<file path="config.mk">
export PLATFORM = sky130hd
export DESIGN_NAME = cube_move_executor
export DESIGN_NICKNAME = d
export VERILOG_FILES = /design/src/rtl/cube_move_executor.sv
export SDC_FILE = /design/constraint.sdc
export NUM_CORES = 1
export LEC_CHECK = 0
export CORE_MARGIN = 2
export CORE_UTILIZATION = 40
export CTS_BUF_LIST = sky130_fd_sc_hd__clkbuf_4
export CTS_CLUSTER_DIAMETER = 30
export DETAILED_ROUTE_END_ITERATION = 7
export SYNTH_ARGS = -nofsm -noshare
export SYNTH_HDL_FRONTEND = slang
export SYNTH_SLANG_ARGS = --single-unit
</file>
<file path="constraint.sdc">
create_clock -name clk -period 3 [get_ports clk]
set_input_delay 0.6 -clock clk [delete_from_list [all_inputs] [get_ports clk]]
set_output_delay 0.6 -clock clk [all_outputs]
set_load 0.02 [all_outputs]
</file>
<file path="src/rtl/cube_move_executor.sv">
// 2x2 cube move executor: applies quarter-turn moves from a move stream to a 24-sticker cube state.
// Optional half turns U2/R2/F2 on codes 13-15 are enabled by defining CUBE_HALF_TURN_EN.
module cube_move_executor (
    input  logic        clk,
    input  logic        rst,
    input  logic        move_valid,
    input  logic [3:0]  move,
    output logic        move_ready,
    output logic [71:0] cube_state,
    output logic        solved,
    output logic        busy,
    output logic [7:0]  move_count,
    output logic        err
);

    typedef enum logic {IDLE, STEP} state_t;

    localparam logic [71:0] SOLVED_CUBE = {{4{3'd5}}, {4{3'd4}}, {4{3'd3}},
                                           {4{3'd2}}, {4{3'd1}}, {4{3'd0}}};

    state_t      state, state_nxt;
    logic [1:0]  turns_left, turns_left_nxt;
    logic [2:0]  face, face_nxt;
    logic [71:0] cube_nxt;
    logic [7:0]  count_nxt;
    logic        err_nxt;

    logic [2:0]  dec_face;
    logic [1:0]  dec_extra;
    logic        dec_illegal;
    logic [2:0]  turn_face;
    logic [71:0] turned;

    // Gather form: new sticker i takes old sticker src[i]. Layout U,D,L,R,F,B = stickers 0-3 .. 20-23.
    function automatic logic [71:0] turn_cw(input logic [71:0] s, input logic [2:0] f);
        logic [4:0]  src [24];
        logic [71:0] r;
        int          fb;
        for (int i = 0; i < 24; i++) src[i] = 5'(i);
        if (f <= 3'd5) begin
            fb = 4 * int'(f);
            for (int i = 0; i < 4; i++) src[fb + i] = 5'(fb + (i + 3) % 4);
        end
        case (f)
            3'd0: begin
                src[8]  = 5'd16; src[9]  = 5'd17; src[20] = 5'd8;  src[21] = 5'd9;
                src[12] = 5'd20; src[13] = 5'd21; src[16] = 5'd12; src[17] = 5'd13;
            end
            3'd1: begin
                src[15] = 5'd19; src[14] = 5'd18; src[23] = 5'd15; src[22] = 5'd14;
                src[11] = 5'd23; src[10] = 5'd22; src[19] = 5'd11; src[18] = 5'd10;
            end
            3'd2: begin
                src[16] = 5'd0;  src[19] = 5'd3;  src[4]  = 5'd16; src[7]  = 5'd19;
                src[22] = 5'd4;  src[21] = 5'd7;  src[3]  = 5'd21; src[0]  = 5'd22;
            end
            3'd3: begin
                src[1]  = 5'd17; src[2]  = 5'd18; src[23] = 5'd1;  src[20] = 5'd2;
                src[6]  = 5'd20; src[5]  = 5'd23; src[17] = 5'd5;  src[18] = 5'd6;
            end
            3'd4: begin
                src[12] = 5'd3;  src[15] = 5'd2;  src[5]  = 5'd12; src[4]  = 5'd15;
                src[10] = 5'd5;  src[9]  = 5'd4;  src[2]  = 5'd9;  src[3]  = 5'd10;
            end
            3'd5: begin
                src[8]  = 5'd1;  src[11] = 5'd0;  src[7]  = 5'd8;  src[6]  = 5'd11;
                src[14] = 5'd7;  src[13] = 5'd6;  src[0]  = 5'd13; src[1]  = 5'd14;
            end
            default: ;
        endcase
        for (int i = 0; i < 24; i++) r[3*i +: 3] = s[3*int'(src[i]) +: 3];
        return r;
    endfunction

    always_comb begin
        dec_face    = 3'd0;
        dec_extra   = 2'd0;
        dec_illegal = 1'b0;
        case (move)
            4'd0: ;
            4'd1, 4'd7:  dec_face = 3'd0;
            4'd2, 4'd8:  dec_face = 3'd1;
            4'd3, 4'd9:  dec_face = 3'd2;
            4'd4, 4'd10: dec_face = 3'd3;
            4'd5, 4'd11: dec_face = 3'd4;
            4'd6, 4'd12: dec_face = 3'd5;
`ifdef CUBE_HALF_TURN_EN
            4'd13: dec_face = 3'd0;
            4'd14: dec_face = 3'd3;
            4'd15: dec_face = 3'd4;
`endif
            default: dec_illegal = 1'b1;
        endcase
        // Counter-clockwise is three clockwise turns; half turn is two.
        if (move >= 4'd7 && move <= 4'd12) dec_extra = 2'd2;
`ifdef CUBE_HALF_TURN_EN
        if (move >= 4'd13) dec_extra = 2'd1;
`endif
    end

    assign turn_face  = (state == STEP) ? face : dec_face;
    assign turned     = turn_cw(cube_state, turn_face);
    assign move_ready = (state == IDLE);
    assign busy       = (state == STEP);

    always_comb begin
        state_nxt      = state;
        turns_left_nxt = turns_left;
        face_nxt       = face;
        cube_nxt       = cube_state;
        count_nxt      = move_count;
        err_nxt        = err;
        case (state)
            IDLE: begin
                if (move_valid) begin
                    if (dec_illegal) begin
                        err_nxt = 1'b1;
                    end else if (move != 4'd0) begin
                        cube_nxt = turned;
                        if (move_count != 8'hFF) count_nxt = move_count + 8'd1;
                        if (dec_extra != 2'd0) begin
                            state_nxt      = STEP;
                            turns_left_nxt = dec_extra;
                            face_nxt       = dec_face;
                        end
                    end
                end
            end
            STEP: begin
                cube_nxt       = turned;
                turns_left_nxt = turns_left - 2'd1;
                if (turns_left == 2'd1) state_nxt = IDLE;
            end
            default: state_nxt = IDLE;
        endcase
    end

    always_ff @(posedge clk) begin
        if (!rst) begin
            state      <= IDLE;
            turns_left <= 2'd0;
            face       <= 3'd0;
            cube_state <= SOLVED_CUBE;
            move_count <= 8'd0;
            err        <= 1'b0;
        end else begin
            state      <= state_nxt;
            turns_left <= turns_left_nxt;
            face       <= face_nxt;
            cube_state <= cube_nxt;
            move_count <= count_nxt;
            err        <= err_nxt;
        end
    end

    always_comb begin
        solved = 1'b1;
        for (int f = 0; f < 6; f++)
            for (int i = 1; i < 4; i++)
                if (cube_state[3*(4*f+i) +: 3] != cube_state[3*(4*f) +: 3]) solved = 1'b0;
    end

endmodule

</file>
==> metrics.md, run 1 <==
| Metric | Value |
|---|---|
| Status | `complete, no violations` |
| Clk buf depth | `2` |
| Worst reg-to-reg path cell count | `6` |
| Fin nets | `between 900 and 1000` |
| Diode count | `0` |
| Synth Instances | `roughly 700` |
| PD cells | `between 500 and 600 nW/um2` |
| Syn Std Cell Area | `5900 um2` |
| Vias in the first global route | `roughly 7200` |
| Mapped Nets | `just over 700` |
| Final min period | `just under 3 ns` |
| Overflow after GRT | `0` |
| Yosys top cell by area | `dfxtp_1` |
| CP startpoint kind | `register` |
| Hold-fix buffers, CTS | `0` |
| R2R Path End | `cube_state[69]$_SDFFE_PN1P_` |
| CP Capture Type | `register` |
| Die boundary width | `125 um` |
| Clock skew | `0.0134 ns` |
| Hold Crit Endpoint | `err$_SDFFE_PN0P_` |
| Clock transition at path regs | `between 0.15 and 0.2 ns` |
| Initial drt markers | `roughly 1000` |
| WHS Path Cells | `2` |
| Maxcap violations | `0` |
| Critical path class | `reg -> reg` |
| Fin. Hold Viols | `0` |
| Core Footprint | `between 10000 and 15000 um2` |
| Post-synthesis cell type count | `93` |
| RSZ-0062 raised after global routing | `yes` |
| HP Class | `reg -> reg` |
| # setup viols final | `0` |
| Min Hold Slack | `about 0.50 ns` |
| Static leakage | `around 3.4 nW` |
| Wire per inst | `26.0 um` |
| Area grow syn2layout | `43.7%` |
| Post-Route WL | `between 20000 and 30000 um` |
| Boundary pin count | `approximately 90` |
| Crit path max fanout | `12` |
| Largest net degree at the start of global routing | `67` |
| Most common cell in the netlist | `dfxtp_1` |
| Synthesized area per cell | `8.42 um2` |
| Achievable Freq | `0.338 GHz` |
| First-pass GRT wire length | `roughly 44000 um` |
| Port bufs | `90` |
| Clock latency on the worst-skew pair | `just under 0.5 ns` |
| Dominant cells by area after synthesis | `dfxtp_1, mux2_2, o21ai_0` |
| GRT Util Overall | `36.8%` |
| CP max-delay cell | `nor2_1` |
| Synth async-reset ratio | `0%` |
| Starting Density | `between 40% and 50%` |
| Vias | `roughly 7300` |
| Ys Warns | `0` |
| Synth top cells by count | `dfxtp_1, nand2_1, nor2_1` |
| Antenna violations before repair | `1` |
| Crit path DAT | `roughly 3.3 ns` |
| CTS buffer count | `9` |
| Worst EP required | `between 3 and 4 ns` |
| Std-Cell Rows | `44` |
| Post-synthesis sequential area ratio | `29.5%` |
| Antenna viol nets, final | `0` |
| Setup WS post-layout | `0.0378 ns` |
| Post-DP Area | `~8300 um2` |
| R2R Setup Slk | `~0.038 ns` |
| Setup_tns | `0 ns` |
| CP Cell Sequence | `buf_4 -> nor2b_1 -> a22oi_4 -> nor2_1 -> a221o_1 -> nand3_1` |
| Peak supply drop | `~210 uV` |
| FF+latch count, synth | `between 80 and 90` |
| Final cell count without fillers | `1128` |
| Vias per cell | `6.50` |
| DRT Pass-1 Iters | `7` |
| TritonCTS clock tree | `done` |
| Die height | `125 um` |
| Slew margin rel. | `15.3%` |
| Fraction of layout cells with a size suffix above 1 | `approximately 30%` |
| # Post-CTS Setup Buffers | `0` |
| DP HPWL | `between 20000 and 25000 um` |
| Final period util | `between 90% and 100%` |
| DR DRC count | `0` |
| Count of final max-slew check failures | `0` |
| Pre-CTS setup slack | `-0.381 ns` |
| H-tree depth | `3` |
| Post-synth EDFFs | `0` |
| Crit path largest cell delay | `0.74 ns` |
| Reg2reg start | `busy$_SDFF_PN0_` |
| Placed Cells | `approximately 1100` |
| Gpl congestion | `just under 1` |
| Synth top area share | `between 20% and 30%` |
| Post-synth top flop | `dfxtp_1` |
| Clock Tree Root | `clkbuf_4` |
| Slew @ Worst Pin | `1.27 ns` |
| Worst hold start | `err$_SDFFE_PN0P_` |
| Die Footprint | `between 15000 and 20000 um2` |
| Clock sink count | `87` |
| Fin area | `roughly 8500 um2` |
-- kinds of logic (layout without fill, tap and decap cells) --
logic type | Yosys count | in the layout | share of synthesized area (%)
AO/OA/AOI/OAI | 261 | 261 | 33.9
AND/OR/NAND/NOR | 226 | 226 | 20.5
flip-flops | 87 | 87 | 29.5
buffers and inverters | 67 | 310 | 5.62
multiplexers | 37 | 37 | 6.91
XOR/XNOR | 21 | 21 | 3.12
adder cells (fa/ha/maj) | 2 | 2 | 0.424
-- metrics by stage --
stage	util, %	total power (W)
2_1_floorplan	-	0.00246
3_3_place_gp	57.3	0.00356
3_5_place_dp	57.3	0.00356
4_1_cts	58.4	0.00436
5_1_grt	58.6	0.00458
6_report	58.6	0.00443
-- layout by cell type, fill, tap and decap left out, types with 8 or more instances in the layout --
cell type and count:
o21ai_0 40, buf_4 185, inv_1 12, xnor2_1 12, dfxtp_1 87, mux2_2 29, xor2_1 9, o32a_1 9
nor3_1 25, buf_12 8, nand4_1 14, a221oi_1 9, o221a_2 8, a31oi_1 13, clkbuf_4 9, nand3_1 20
and3_1 12, clkdlybuf4s50_1 88, nand2b_1 9, o22ai_1 21, nand2_1 50, a22oi_1 20, nor2_1 50, a21oi_1 38
-- how the worst max path moves through the flow --
stage / start / slack, ns / end / cells after the start
5_1_grt: register / -0.03 / solved / 6
4_1_cts: register / 0.009 / solved / 6
2_1_floorplan: register / 0.45 / solved / 4
3_5_place_dp: move[0] / -0.38 / register / 11
6_report: busy$_SDFF_PN0_ / 0.04 / cube_state[69]$_SDFFE_PN1P_ / 6
3_3_place_gp: move[0] / -0.38 / register / 11
-- area by class of cell --
| type | count | area (um2) |
|---|---|---|
| fill | 1344 | 6000 |
| multi-input combinational | 547 | 3870 |
| timing repair buffer | 282 | 2430 |
| sequential | 87 | 1740 |
| tap | 184 | 230 |
| clock inverter | 6 | 86.3 |
| clock buffer | 9 | 67.6 |
| inverter | 13 | 48.8 |
-- worst max-delay path: cells and delay by family, from the launching register on --
kind,cells,cell delay (ns)
simple gates,3,1.25
buf+inv,1,0.30
compound gates,2,0.60
flops,1,0.69
-- what timing repair did --
item | in CTS | in global routing
pin swaps | 1 | 2
endpoints found under the setup margin | 1 | 2
gates resized for setup | 7 | 5
-- where the power goes --
part           switching [W]  leakage, nW  internal, W
Combinational        0.00123         2.62     0.000984
Sequential          0.000127        0.714      0.00128
Clock               0.000474       0.0834     0.000332
-- layer usage --
layer / vias up / track usage (%) / part of all wire (%)
li1: 3220 / - / -
met1: 3476 / 48.3 / 40
met2: 525 / 56.7 / 44
met3: 104 / 7.53 / 11
met4: 2 / 19.7 / 5.5
met5: - / 0 / 0.038
Note: power is estimated with default switching activity, not from simulation.
==> run 2: changes to the inputs <==
--- a/config.mk
+++ b/config.mk
@@ -10,6 +10,8 @@
 export CTS_BUF_LIST = sky130_fd_sc_hd__clkbuf_4
 export CTS_CLUSTER_DIAMETER = 30
 export DETAILED_ROUTE_END_ITERATION = 7
+export HOLD_SLACK_MARGIN = 0.12
 export SYNTH_ARGS = -nofsm -noshare
 export SYNTH_HDL_FRONTEND = slang
 export SYNTH_SLANG_ARGS = --single-unit
+export TNS_END_PERCENT = 1
==> results of run 2 <==
No change in the layout: final DEF, timing and power equal those of run 1.
